==> src/rtl/ctl_shot_scorer_if.sv <==
// rtl/ctl_shot_scorer_if.sv - shot/hit inputs and scoring outputs of the shot scorer
// master: the light-gun front end that drives shot/hit and duck events.
// slave : the scorer itself.
interface ctl_shot_scorer_if;
    logic        shot_fired;
    logic        hit;
    logic        miss;
    logic        duck_start;
    logic        game_clear;
    logic [1:0]  ammo;
    logic [13:0] score;
    logic        hit_pulse;
    logic        miss_pulse;
    logic        out_of_ammo;
    logic [3:0]  ducks_hit;

    modport master (
        output shot_fired, hit, miss, duck_start, game_clear,
        input  ammo, score, hit_pulse, miss_pulse, out_of_ammo, ducks_hit
    );

    modport slave (
        input  shot_fired, hit, miss, duck_start, game_clear,
        output ammo, score, hit_pulse, miss_pulse, out_of_ammo, ducks_hit
    );
endinterface

==> src/rtl/ctl_shot_scorer.sv <==
// rtl/ctl_shot_scorer.sv - light-gun shot judging, ammo and score keeping
// Ports:
//   clk  : system clock
//   rst  : asynchronous active-low reset
//   bus  : slave side of ctl_shot_scorer_if
//          in : shot_fired, hit, miss (level), duck_start, game_clear (pulses)
//          out: ammo, score, hit_pulse, miss_pulse, out_of_ammo, ducks_hit (all registered)
module ctl_shot_scorer #(
    parameter int AMMO_MAX  = 3,
    parameter int EVAL_WIN  = 4,
    parameter int HOLDOFF   = 8,
    parameter int POINTS    = 100,
    parameter int SCORE_MAX = 9999
) (
    input  logic                 clk,
    input  logic                 rst,
    ctl_shot_scorer_if.slave     bus
);

    typedef enum logic [1:0] {
        IDLE  = 2'd0,
        ARMED = 2'd1,
        EVAL  = 2'd2,
        HOLD  = 2'd3
    } state_t;

    localparam int CNT_W = 8;
    localparam logic [CNT_W-1:0] WIN_LOAD  = CNT_W'(EVAL_WIN - 1);
    localparam logic [CNT_W-1:0] HOLD_LOAD = CNT_W'(HOLDOFF - 1);
    localparam logic [1:0]       AMMO_LOAD = 2'(AMMO_MAX);
    localparam logic [14:0]      SCORE_CAP = 15'(SCORE_MAX);
    localparam logic [14:0]      SCORE_ADD = 15'(POINTS);

    state_t           state_q, state_d;
    logic [1:0]       ammo_q, ammo_d;
    logic [13:0]      score_q, score_d;
    logic [3:0]       ducks_q, ducks_d;
    logic             hit_pulse_q, hit_pulse_d;
    logic             miss_pulse_q, miss_pulse_d;
    logic             ooa_q, ooa_d;
    logic             duck_hit_q, duck_hit_d;
    logic             shot_prev_q;
    logic [CNT_W-1:0] win_q, win_d;
    logic [CNT_W-1:0] hold_q, hold_d;

    logic             shot_edge;
    logic             hit_credit;
    logic [14:0]      score_sum;

    // The miss level is informational only; judgement comes from the window timeout.
    logic unused_miss;
    assign unused_miss = bus.miss;

    assign shot_edge = bus.shot_fired & ~shot_prev_q;
    assign score_sum = {1'b0, score_q} + SCORE_ADD;

    always_comb begin
        state_d      = state_q;
        ammo_d       = ammo_q;
        score_d      = score_q;
        ducks_d      = ducks_q;
        hit_pulse_d  = 1'b0;
        miss_pulse_d = 1'b0;
        duck_hit_d   = duck_hit_q;
        win_d        = win_q;
        hold_d       = hold_q;
        hit_credit   = 1'b0;

        if (bus.duck_start) begin
            // A new duck overrides everything, including a pending judgement.
            state_d    = ARMED;
            ammo_d     = AMMO_LOAD;
            duck_hit_d = 1'b0;
        end else begin
            unique case (state_q)
                IDLE: ;
                ARMED: begin
                    if (shot_edge && (ammo_q != 2'd0)) begin
                        ammo_d  = ammo_q - 2'd1;
                        win_d   = WIN_LOAD;
                        state_d = EVAL;
                    end
                end
                EVAL: begin
                    if (bus.hit) begin
                        hit_pulse_d = 1'b1;
                        duck_hit_d  = 1'b1;
                        hit_credit  = 1'b1;
                        hold_d      = HOLD_LOAD;
                        state_d     = HOLD;
                    end else if (win_q == '0) begin
                        miss_pulse_d = 1'b1;
                        hold_d       = HOLD_LOAD;
                        state_d      = HOLD;
                    end else begin
                        win_d = win_q - CNT_W'(1);
                    end
                end
                HOLD: begin
                    // Stay for the full holdoff, then also until the trigger is released.
                    if (hold_q != '0) begin
                        hold_d = hold_q - CNT_W'(1);
                    end else if (!bus.shot_fired) begin
                        state_d = duck_hit_q ? IDLE : ARMED;
                    end
                end
                default: state_d = IDLE;
            endcase
        end

        if (hit_credit) begin
            score_d = (score_sum > SCORE_CAP) ? SCORE_CAP[13:0] : score_sum[13:0];
            ducks_d = (ducks_q == 4'hF) ? 4'hF : ducks_q + 4'd1;
        end

        // Clear beats a simultaneous hit credit.
        if (bus.game_clear) begin
            score_d = '0;
            ducks_d = '0;
        end

        // Computed from next-state values so the registered flag lines up with ammo/state.
        ooa_d = (ammo_d == 2'd0) && !duck_hit_d && ((state_d == ARMED) || (state_d == IDLE));
    end

    always_ff @(posedge clk or negedge rst) begin
        if (!rst) begin
            state_q      <= IDLE;
            ammo_q       <= 2'd0;
            score_q      <= '0;
            ducks_q      <= '0;
            hit_pulse_q  <= 1'b0;
            miss_pulse_q <= 1'b0;
            ooa_q        <= 1'b1;
            duck_hit_q   <= 1'b0;
            shot_prev_q  <= 1'b0;
            win_q        <= '0;
            hold_q       <= '0;
        end else begin
            state_q      <= state_d;
            ammo_q       <= ammo_d;
            score_q      <= score_d;
            ducks_q      <= ducks_d;
            hit_pulse_q  <= hit_pulse_d;
            miss_pulse_q <= miss_pulse_d;
            ooa_q        <= ooa_d;
            duck_hit_q   <= duck_hit_d;
            shot_prev_q  <= bus.shot_fired;
            win_q        <= win_d;
            hold_q       <= hold_d;
        end
    end

    assign bus.ammo        = ammo_q;
    assign bus.score       = score_q;
    assign bus.ducks_hit   = ducks_q;
    assign bus.hit_pulse   = hit_pulse_q;
    assign bus.miss_pulse  = miss_pulse_q;
    assign bus.out_of_ammo = ooa_q;

endmodule

==> src/flat_wrapper.sv <==
// flat-port wrapper written by rule: the top's interface ports become plain ports
module ctl_shot_scorer_flat 
#(
    parameter int AMMO_MAX  = 3,
    parameter int EVAL_WIN  = 4,
    parameter int HOLDOFF   = 8,
    parameter int POINTS    = 100,
    parameter int SCORE_MAX = 9999
)
  (clk, rst, bus_shot_fired, bus_hit, bus_miss, bus_duck_start, bus_game_clear, bus_ammo, bus_score, bus_hit_pulse, bus_miss_pulse, bus_out_of_ammo, bus_ducks_hit);
  ctl_shot_scorer_if bus_i ();
  input  logic clk;
  input  logic rst;
  input wire logic [$bits(bus_i.shot_fired)-1:0] bus_shot_fired;
  input wire logic [$bits(bus_i.hit)-1:0] bus_hit;
  input wire logic [$bits(bus_i.miss)-1:0] bus_miss;
  input wire logic [$bits(bus_i.duck_start)-1:0] bus_duck_start;
  input wire logic [$bits(bus_i.game_clear)-1:0] bus_game_clear;
  output wire logic [$bits(bus_i.ammo)-1:0] bus_ammo;
  output wire logic [$bits(bus_i.score)-1:0] bus_score;
  output wire logic [$bits(bus_i.hit_pulse)-1:0] bus_hit_pulse;
  output wire logic [$bits(bus_i.miss_pulse)-1:0] bus_miss_pulse;
  output wire logic [$bits(bus_i.out_of_ammo)-1:0] bus_out_of_ammo;
  output wire logic [$bits(bus_i.ducks_hit)-1:0] bus_ducks_hit;
  assign bus_i.shot_fired = bus_shot_fired;
  assign bus_i.hit = bus_hit;
  assign bus_i.miss = bus_miss;
  assign bus_i.duck_start = bus_duck_start;
  assign bus_i.game_clear = bus_game_clear;
  assign bus_ammo = bus_i.ammo;
  assign bus_score = bus_i.score;
  assign bus_hit_pulse = bus_i.hit_pulse;
  assign bus_miss_pulse = bus_i.miss_pulse;
  assign bus_out_of_ammo = bus_i.out_of_ammo;
  assign bus_ducks_hit = bus_i.ducks_hit;
  ctl_shot_scorer #(.AMMO_MAX(AMMO_MAX), .EVAL_WIN(EVAL_WIN), .HOLDOFF(HOLDOFF), .POINTS(POINTS), .SCORE_MAX(SCORE_MAX)) u_core (.clk(clk), .rst(rst), .bus(bus_i));
endmodule
==> config.mk <==
export PLATFORM = sky130hd
export DESIGN_NAME = ctl_shot_scorer_flat
export DESIGN_NICKNAME = d
export VERILOG_FILES = /design/src/rtl/ctl_shot_scorer_if.sv /design/src/rtl/ctl_shot_scorer.sv /design/src/flat_wrapper.sv
export SDC_FILE = /design/constraint.sdc
export NUM_CORES = 1
export LEC_CHECK = 0
export CORE_MARGIN = 3
export CORE_UTILIZATION = 40
export DETAILED_ROUTE_END_ITERATION = 6
export PLACE_DENSITY = 0.69
export SETUP_SLACK_MARGIN = 0.4
export SLEW_MARGIN = 20
export SYNTH_ARGS = -nofsm -noshare
export SYNTH_HDL_FRONTEND = slang
export SYNTH_SLANG_ARGS = --single-unit
==> constraint.sdc <==
create_clock -name clk -period 2 [get_ports clk]
set_input_delay 0.2 -clock clk [delete_from_list [all_inputs] [get_ports clk]]
set_output_delay 0.2 -clock clk [all_outputs]
set_load 0.01 [all_outputs]
==> impl_metrics.toml, run 1 <==
[layout]
postLayoutCellArea_um2 = 3940
final_core_util_pct = 69.1
fillCellCount = 391
nNetsFinal = 376
diodes = 0
seq_area_um2 = 1060
final_layout_size_suffix_gt1_share_pct = 49.3
multi_input_area_um2 = 1670
syn_to_final_growth_pct = 61.9

[hold_path]
worstHoldPathType = "input port to asynchronous set/reset pin"

[synthesis]
synth_area_um2 = 2440
synthArstFlopShare_pct = 100
syn_nets = 268
synth_seq_cells = 42
synth_warnings = 0
synth_cell_types = 59
seq_area_frac_synth_pct = 43.2
syn_area_per_cell_um2 = 9.59
synth_ff_type = "dfrtp_1"
synth-edff-count = 0
synth_cells = 254

[sta]
period_minus_slack_ps = 2080
setup_viol = 3
finClkSkew_ps = 8.22
relSlewSlack_pct = 43.4
worstMarginPinSlew_ps = 849
slew_violations = 0
timing.final.crit_share_pct = 104
fin_ws_ps = -78.4
fmax_mhz = 481
hold_violations = 0
rsz0062_at_grt = "yes"
hold_ws_ps = 7.31

[grt]
grt_pass1_vias = 2286
grt_pass1_wl_um = 10600
top_usage_layer = "met2"
antenna_found_initial = 0
met3_usage_pct = 4.15
grt_use_met1_pct = 23.1
grt_usage_pct = 18.1
grt-ovfl-total = 0
grt_use_met2_pct = 30.6
grt_start_max_net_pins = 37

[worst_setup_path]
worstSetupStartpointType = "register"
crit_required_ps = 2210
path_class = "register to register"
arrival_ps = 2280
critical_path.top_delay_family = "compound AO/OA/AOI/OAI gates"
cpPeakStageDelay_ps = 460
cp-end-kind = "register"
cp_cell_sequence = "ha_4 > a211o_4 > nand2_4 > mux2i_1 > a31oi_2 > a21o_1 > a221oi_2"
rrSetupSlack_ps = -80
r2r_cells = 7
crit_fanout = 5
cp_slowest_cell = "dfrtp_2"
cp_num_buf_inv = 0
r2r_end = "u_core.bus.score[7]"
reg2reg_from = "u_core.bus.score[2]"

[floorplan]
die_w_um = 84.0
initial_core_util_pct = 42.7
fp.coreArea_um2 = 5710
io_pins = 30
rows = 27
die_h_um = 84.0
die_area_um2 = 7060

[detailed_routing]
drcViolationCount = 0
wire_per_inst_um = 15.5
route.vias.total = 2352
drt-pass1-iter-count = 4
ant_nets = 0
wl_um = 6740
drtIter0Drc = 127
via_per_inst = 5.41

[clock_tree]
path_clk_slew_ps = 80
postCtsHoldBufs = 0
cts-root-buf = "clkbuf_8"
cts_tree = "done"
cts_buffers = 5
clockBufferDepth = 2
cts.sink_count = 42
htreeDepth = 2
clock_latency_ps = 300

[run_status]
outcome = "finished with violations"
violations = "negative setup slack"

[place]
gp_congestion = 0.830
place_area_um2 = 3150
io_buffers = 28
dp_hpwl_um = 4120
dp_slack_ps = -66.5

[run]
drv_cap = 0

[pwr]
power_density_nw_per_um2 = 582
peakVddDrop_v = 0.000398
power_leakage_nw = 1.79
==> cell usage in the layout, fill, tap and decap left out, types with 3 or more instances in the layout <==
cell | Yosys | layout
nor2_4 | 0 | 4
mux2i_1 | 5 | 4
nand2_4 | 0 | 4
o21a_1 | 4 | 4
nor2_1 | 32 | 26
dfrtp_2 | 0 | 6
nand2_2 | 1 | 3
a21oi_1 | 14 | 10
ha_4 | 0 | 4
nor3_1 | 8 | 5
nand2_1 | 16 | 10
buf_6 | 2 | 14
o21ai_2 | 0 | 4
nand4_1 | 3 | 3
nor2b_1 | 4 | 3
dfrtp_1 | 41 | 35
nand3_2 | 0 | 5
and3_4 | 0 | 4
nor3_2 | 1 | 3
nand2b_1 | 3 | 3
dlygate4sd2_1 | 0 | 3
buf_4 | 3 | 67
xor2_1 | 9 | 9
clkdlybuf4s50_1 | 0 | 17
clkbuf_8 | 0 | 6
nand4b_1 | 4 | 4
nand3_1 | 12 | 7
a21oi_2 | 1 | 5
inv_1 | 12 | 5
inv_2 | 0 | 7
a31oi_1 | 6 | 4
dlymetal6s2s_1 | 0 | 6
o21ai_0 | 12 | 7
==> how the worst max path moves through the flow <==
stage,start,to,slack [ps],cells past startpoint
CTS,u_core.bus.score[3],u_core.bus.score[7],8,7
floorplan,u_core.bus.score[3],u_core.bus.score[7],110,7
global placement,bus_duck_start,u_core.bus.score[7],-40,7
finish,u_core.bus.score[2],u_core.bus.score[7],-80,7
detailed placement,bus_duck_start,u_core.bus.score[8],-70,7
global route,u_core.bus.score[2],u_core.bus.score[7],-190,7
==> layer usage <==
metal | share of wire [%] | wire, um
met3 | 4.3 | 288
met2 | 50 | 3360
met4 | 1.1 | 72
met1 | 45 | 3020
met5 | 0 | 0
==> cells in the mapped netlist, types with 2 or more instances <==
library cell | count | area, um2
nand4_1 | 3 | 18.8
a211oi_1 | 4 | 30.0
and3_1 | 5 | 31.3
xor2_1 | 9 | 78.8
dfrtp_1 | 41 | 1030
a21oi_1 | 14 | 70.1
nand2b_1 | 3 | 18.8
o31ai_1 | 2 | 15.0
nand4b_1 | 4 | 35.0
a311o_1 | 2 | 20.0
mux2i_1 | 5 | 50.1
nor2b_1 | 4 | 25.0
a211o_1 | 2 | 17.5
o21a_1 | 4 | 30.0
buf_4 | 3 | 22.5
buf_6 | 2 | 22.5
nor4_1 | 2 | 12.5
nor3_1 | 8 | 40.0
a22oi_1 | 2 | 15.0
nand3_1 | 12 | 60.1
ha_1 | 7 | 87.6
mux2_2 | 2 | 22.5
xnor2_1 | 2 | 17.5
inv_1 | 12 | 45.0
a31oi_1 | 6 | 37.5
o21ai_0 | 12 | 60.1
clkbuf_1 | 3 | 11.3
nand2_1 | 16 | 60.1
nor2_1 | 32 | 120
and3b_1 | 2 | 17.5
==> final cells by class <==
cell class | count | share of cell area, %
multi-input cells | 190 | 42.4
flip-flops and latches | 42 | 26.9
repair buffers | 110 | 24.7
clock buffers | 8 | 2.28
well taps | 72 | 2.28
inverters | 13 | 1.55
==> flip-flops by register name, summed over array words and instances, names as in the netlist, 2 cells and up <==
signal and cells:
u_core.bus.score 13, u_core.hold_q 8, u_core.win_q 8, u_core.bus.ducks_hit 4, u_core.bus.ammo 2, u_core.state_q 2
==> cells by family after synthesis <==
| group | share of synthesized area, % |
|---|---|
| buf+inv | 4.72 |
| xor+xnor | 3.96 |
| simple gates | 24.3 |
| flops | 43.2 |
| fa+ha+maj | 3.60 |
| mux | 2.98 |
| compound gates | 17.3 |
==> power by group <==
group          internal [W]  leakage (nW)  switching, W
combinational      0.000358          1.21      0.000289
clock              0.000282        0.0455      0.000292
sequential         0.000949         0.534      0.000125
total               0.00159          1.79      0.000705
==> through the flow <==
| stage | instances | total power, W | TNS, ps |
|---|---|---|---|
| global placement | 388 | 0.00146 | -95.0 |
| finish | 435 | 0.00229 | -121 |
| floorplan | 254 | 0.00131 | 0 |
| CTS | 419 | 0.00220 | 0 |
| detailed placement | 388 | 0.00147 | -218 |
| global route | 435 | 0.00242 | -878 |
==> repair_timing <==
item	CTS	global route
buffers inserted	23	16
pin swaps	29	23
endpoints found under the setup margin	38	42
resized for setup	41	62
Power figures use the tool's default switching activity.
==> run 2, diff against run 1 <==
Settings changed: PLACE_DENSITY 0.69 to 0.67.
Clock period 2 ns to 1.95 ns, I/O delays scaled along.
==> impl_metrics.toml, run 2 (same netlist as run 1, synthesis figures left out) <==
[detailed_routing]
via_per_inst = 5.41
wl_um = 7010
drcViolationCount = 0
drtIter0Drc = 124
ant_nets = 0
wire_per_inst_um = 16.0
drt-pass1-iter-count = 4
route.vias.total = 2369

[worst_setup_path]
path_class = "register to register"
cp_cell_sequence = "inv_2 > ha_4 > or4b_4 > nand4b_1 > buf_4 > a21oi_2 > buf_4 > o21a_1"
crit_required_ps = 2130
cpPeakStageDelay_ps = 480
worstSetupStartpointType = "register"
r2r_cells = 8
cp-end-kind = "register"
crit_fanout = 5
critPathMostFrequentCell = "buf_4"
arrival_ps = 2230
cp_slowest_cell = "or4b_4"

[grt]
grt_pass1_vias = 2264
grt_use_met2_pct = 31.3
grt_use_met1_pct = 23.5
grt_pass1_wl_um = 10600
grt-ovfl-total = 0
grt_start_max_net_pins = 22
met3_usage_pct = 2.96
top_usage_layer = "met2"
grt_usage_pct = 18.2
antenna_found_initial = 0

[place]
gp_congestion = 0.810
dp_hpwl_um = 4110
io_buffers = 28
placed_cells = 392

[sta]
relSlewSlack_pct = 58.8
period_minus_slack_ps = 2040
timing.final.crit_share_pct = 105
slew_violations = 0
rsz0062_at_grt = "yes"
fin_ws_ps = -93.0
fmax_mhz = 489
worstMarginPinSlew_ps = 614
setup_viol = 6
finClkSkew_ps = 17.1
hold_violations = 0

[hold_path]
worstHoldPathType = "input port to register"
min_path_cells = 3

[clock_tree]
htreeDepth = 2
cts_buffers = 5
cts_tree = "done"
clockBufferDepth = 2
path_clk_slew_ps = 70
clock_latency_ps = 300
cts-root-buf = "clkbuf_8"
cts.sink_count = 42

[floorplan]
io_pins = 30
initial_core_util_pct = 42.7
fp.coreArea_um2 = 5710
rows = 27
die_h_um = 84.0
die_w_um = 84.0
die_area_um2 = 7060

[layout]
nNetsFinal = 379
syn_to_final_growth_pct = 66.4
largest_register_ffs = 13
fillCellCount = 389
layout_commonest_cell = "buf_4"
final_cell_mix = "67 x buf_4, 35 x dfrtp_1, 25 x nor2_1"
final_layout_size_suffix_gt1_share_pct = 50.0
fin_cells = 438
diodes = 0

[pwr]
power_density_nw_per_um2 = 608
power_leakage_nw = 1.78
p_total_w = 0.00247
peakVddDrop_v = 0.000404

[run_status]
violations = "negative setup slack"
outcome = "finished with violations"

[run]
drv_cap = 0
==> run 2: cell types whose count changed in the layout (fill, tap and decap cells not counted), sizes merged <==
cell and change:
dlymetal6s2s -2, clkbuf -1, dlygate4sd2 +3, dlygate4sd3 +1, buf +1, bufinv +1
==> run 2: metrics by stage <==
stage          util, %  hold WS [ps]  setup WS (ps)  instance area, um2  setup TNS (ps)
2_1_floorplan        -          -101           56.7                2530               0
3_3_place_gp      55.9           200          -93.5                3190            -308
3_5_place_dp      55.9           203          -87.9                3190            -422
4_1_cts           64.5           413          -4.89                3680           -8.27
5_1_grt           71.0           297           -192                4050           -1260
6_report          71.0           290          -93.0                4050            -355
==> run 2: cell type report <==
cell class                 instances  area [um2]  share of cell area (%)
multi-input combinational        190        1740                    42.9
sequential                        42        1060                    26.1
timing repair buffer             113        1000                    24.8
tap                               72        90.1                    2.22
clock buffer                       7        76.3                    1.88
inverter                          13        53.8                    1.33
clock inverter                     1        30.0                   0.741
==> run 2: routing by layer <==
| layer | wire [um] | part of all wire [%] |
|---|---|---|
| met4 | 138 | 2.0 |
| met2 | 3560 | 51 |
| met3 | 241 | 3.4 |
| met1 | 3080 | 44 |
| met5 | 0 | 0 |
==> run 2: worst paths after layout <==
| check | start | to | slack (ps) |
|---|---|---|---|
| worst max-delay path | u_core.bus.score[2] | u_core.bus.score[5] | -90 |
| worst min-delay path | bus_duck_start | u_core.duck_hit_q | 290 |
| worst max register to register | u_core.bus.score[2] | u_core.bus.score[5] | -90 |
| worst min register to register | u_core.duck_hit_q | u_core.duck_hit_q | 530 |
| max in group asynchronous | rst | u_core.bus.score[10] | 980 |
| min in group asynchronous | rst | u_core.bus.score[7] | 390 |
==> run 2: report_power, final <==
| group | internal (W) | switching (W) |
|---|---|---|
| Clock | 0.000383 | 0.000291 |
| Sequential | 0.000974 | 0.000143 |
| Combinational | 0.000361 | 0.000314 |
| Total | 0.00172 | 0.000747 |
==> run 2: timing repair <==
item	CTS	global route
pin swaps	32	34
hold buffers	1	0
buffers inserted	24	13
endpoints found under the hold margin	18	0
gates resized for setup	52	57
setup endpoints to repair	43	41
cloned	0	0
==> run 2: critical path, delay by kind of cell, from the launching register on <==
family / cells / cell delay, ps
AO/OA/AOI/OAI: 2 / 230
adder cells (fa/ha/maj): 1 / 200
buffers and inverters: 3 / 390
flip-flops: 1 / 470
AND/OR/NAND/NOR: 2 / 640
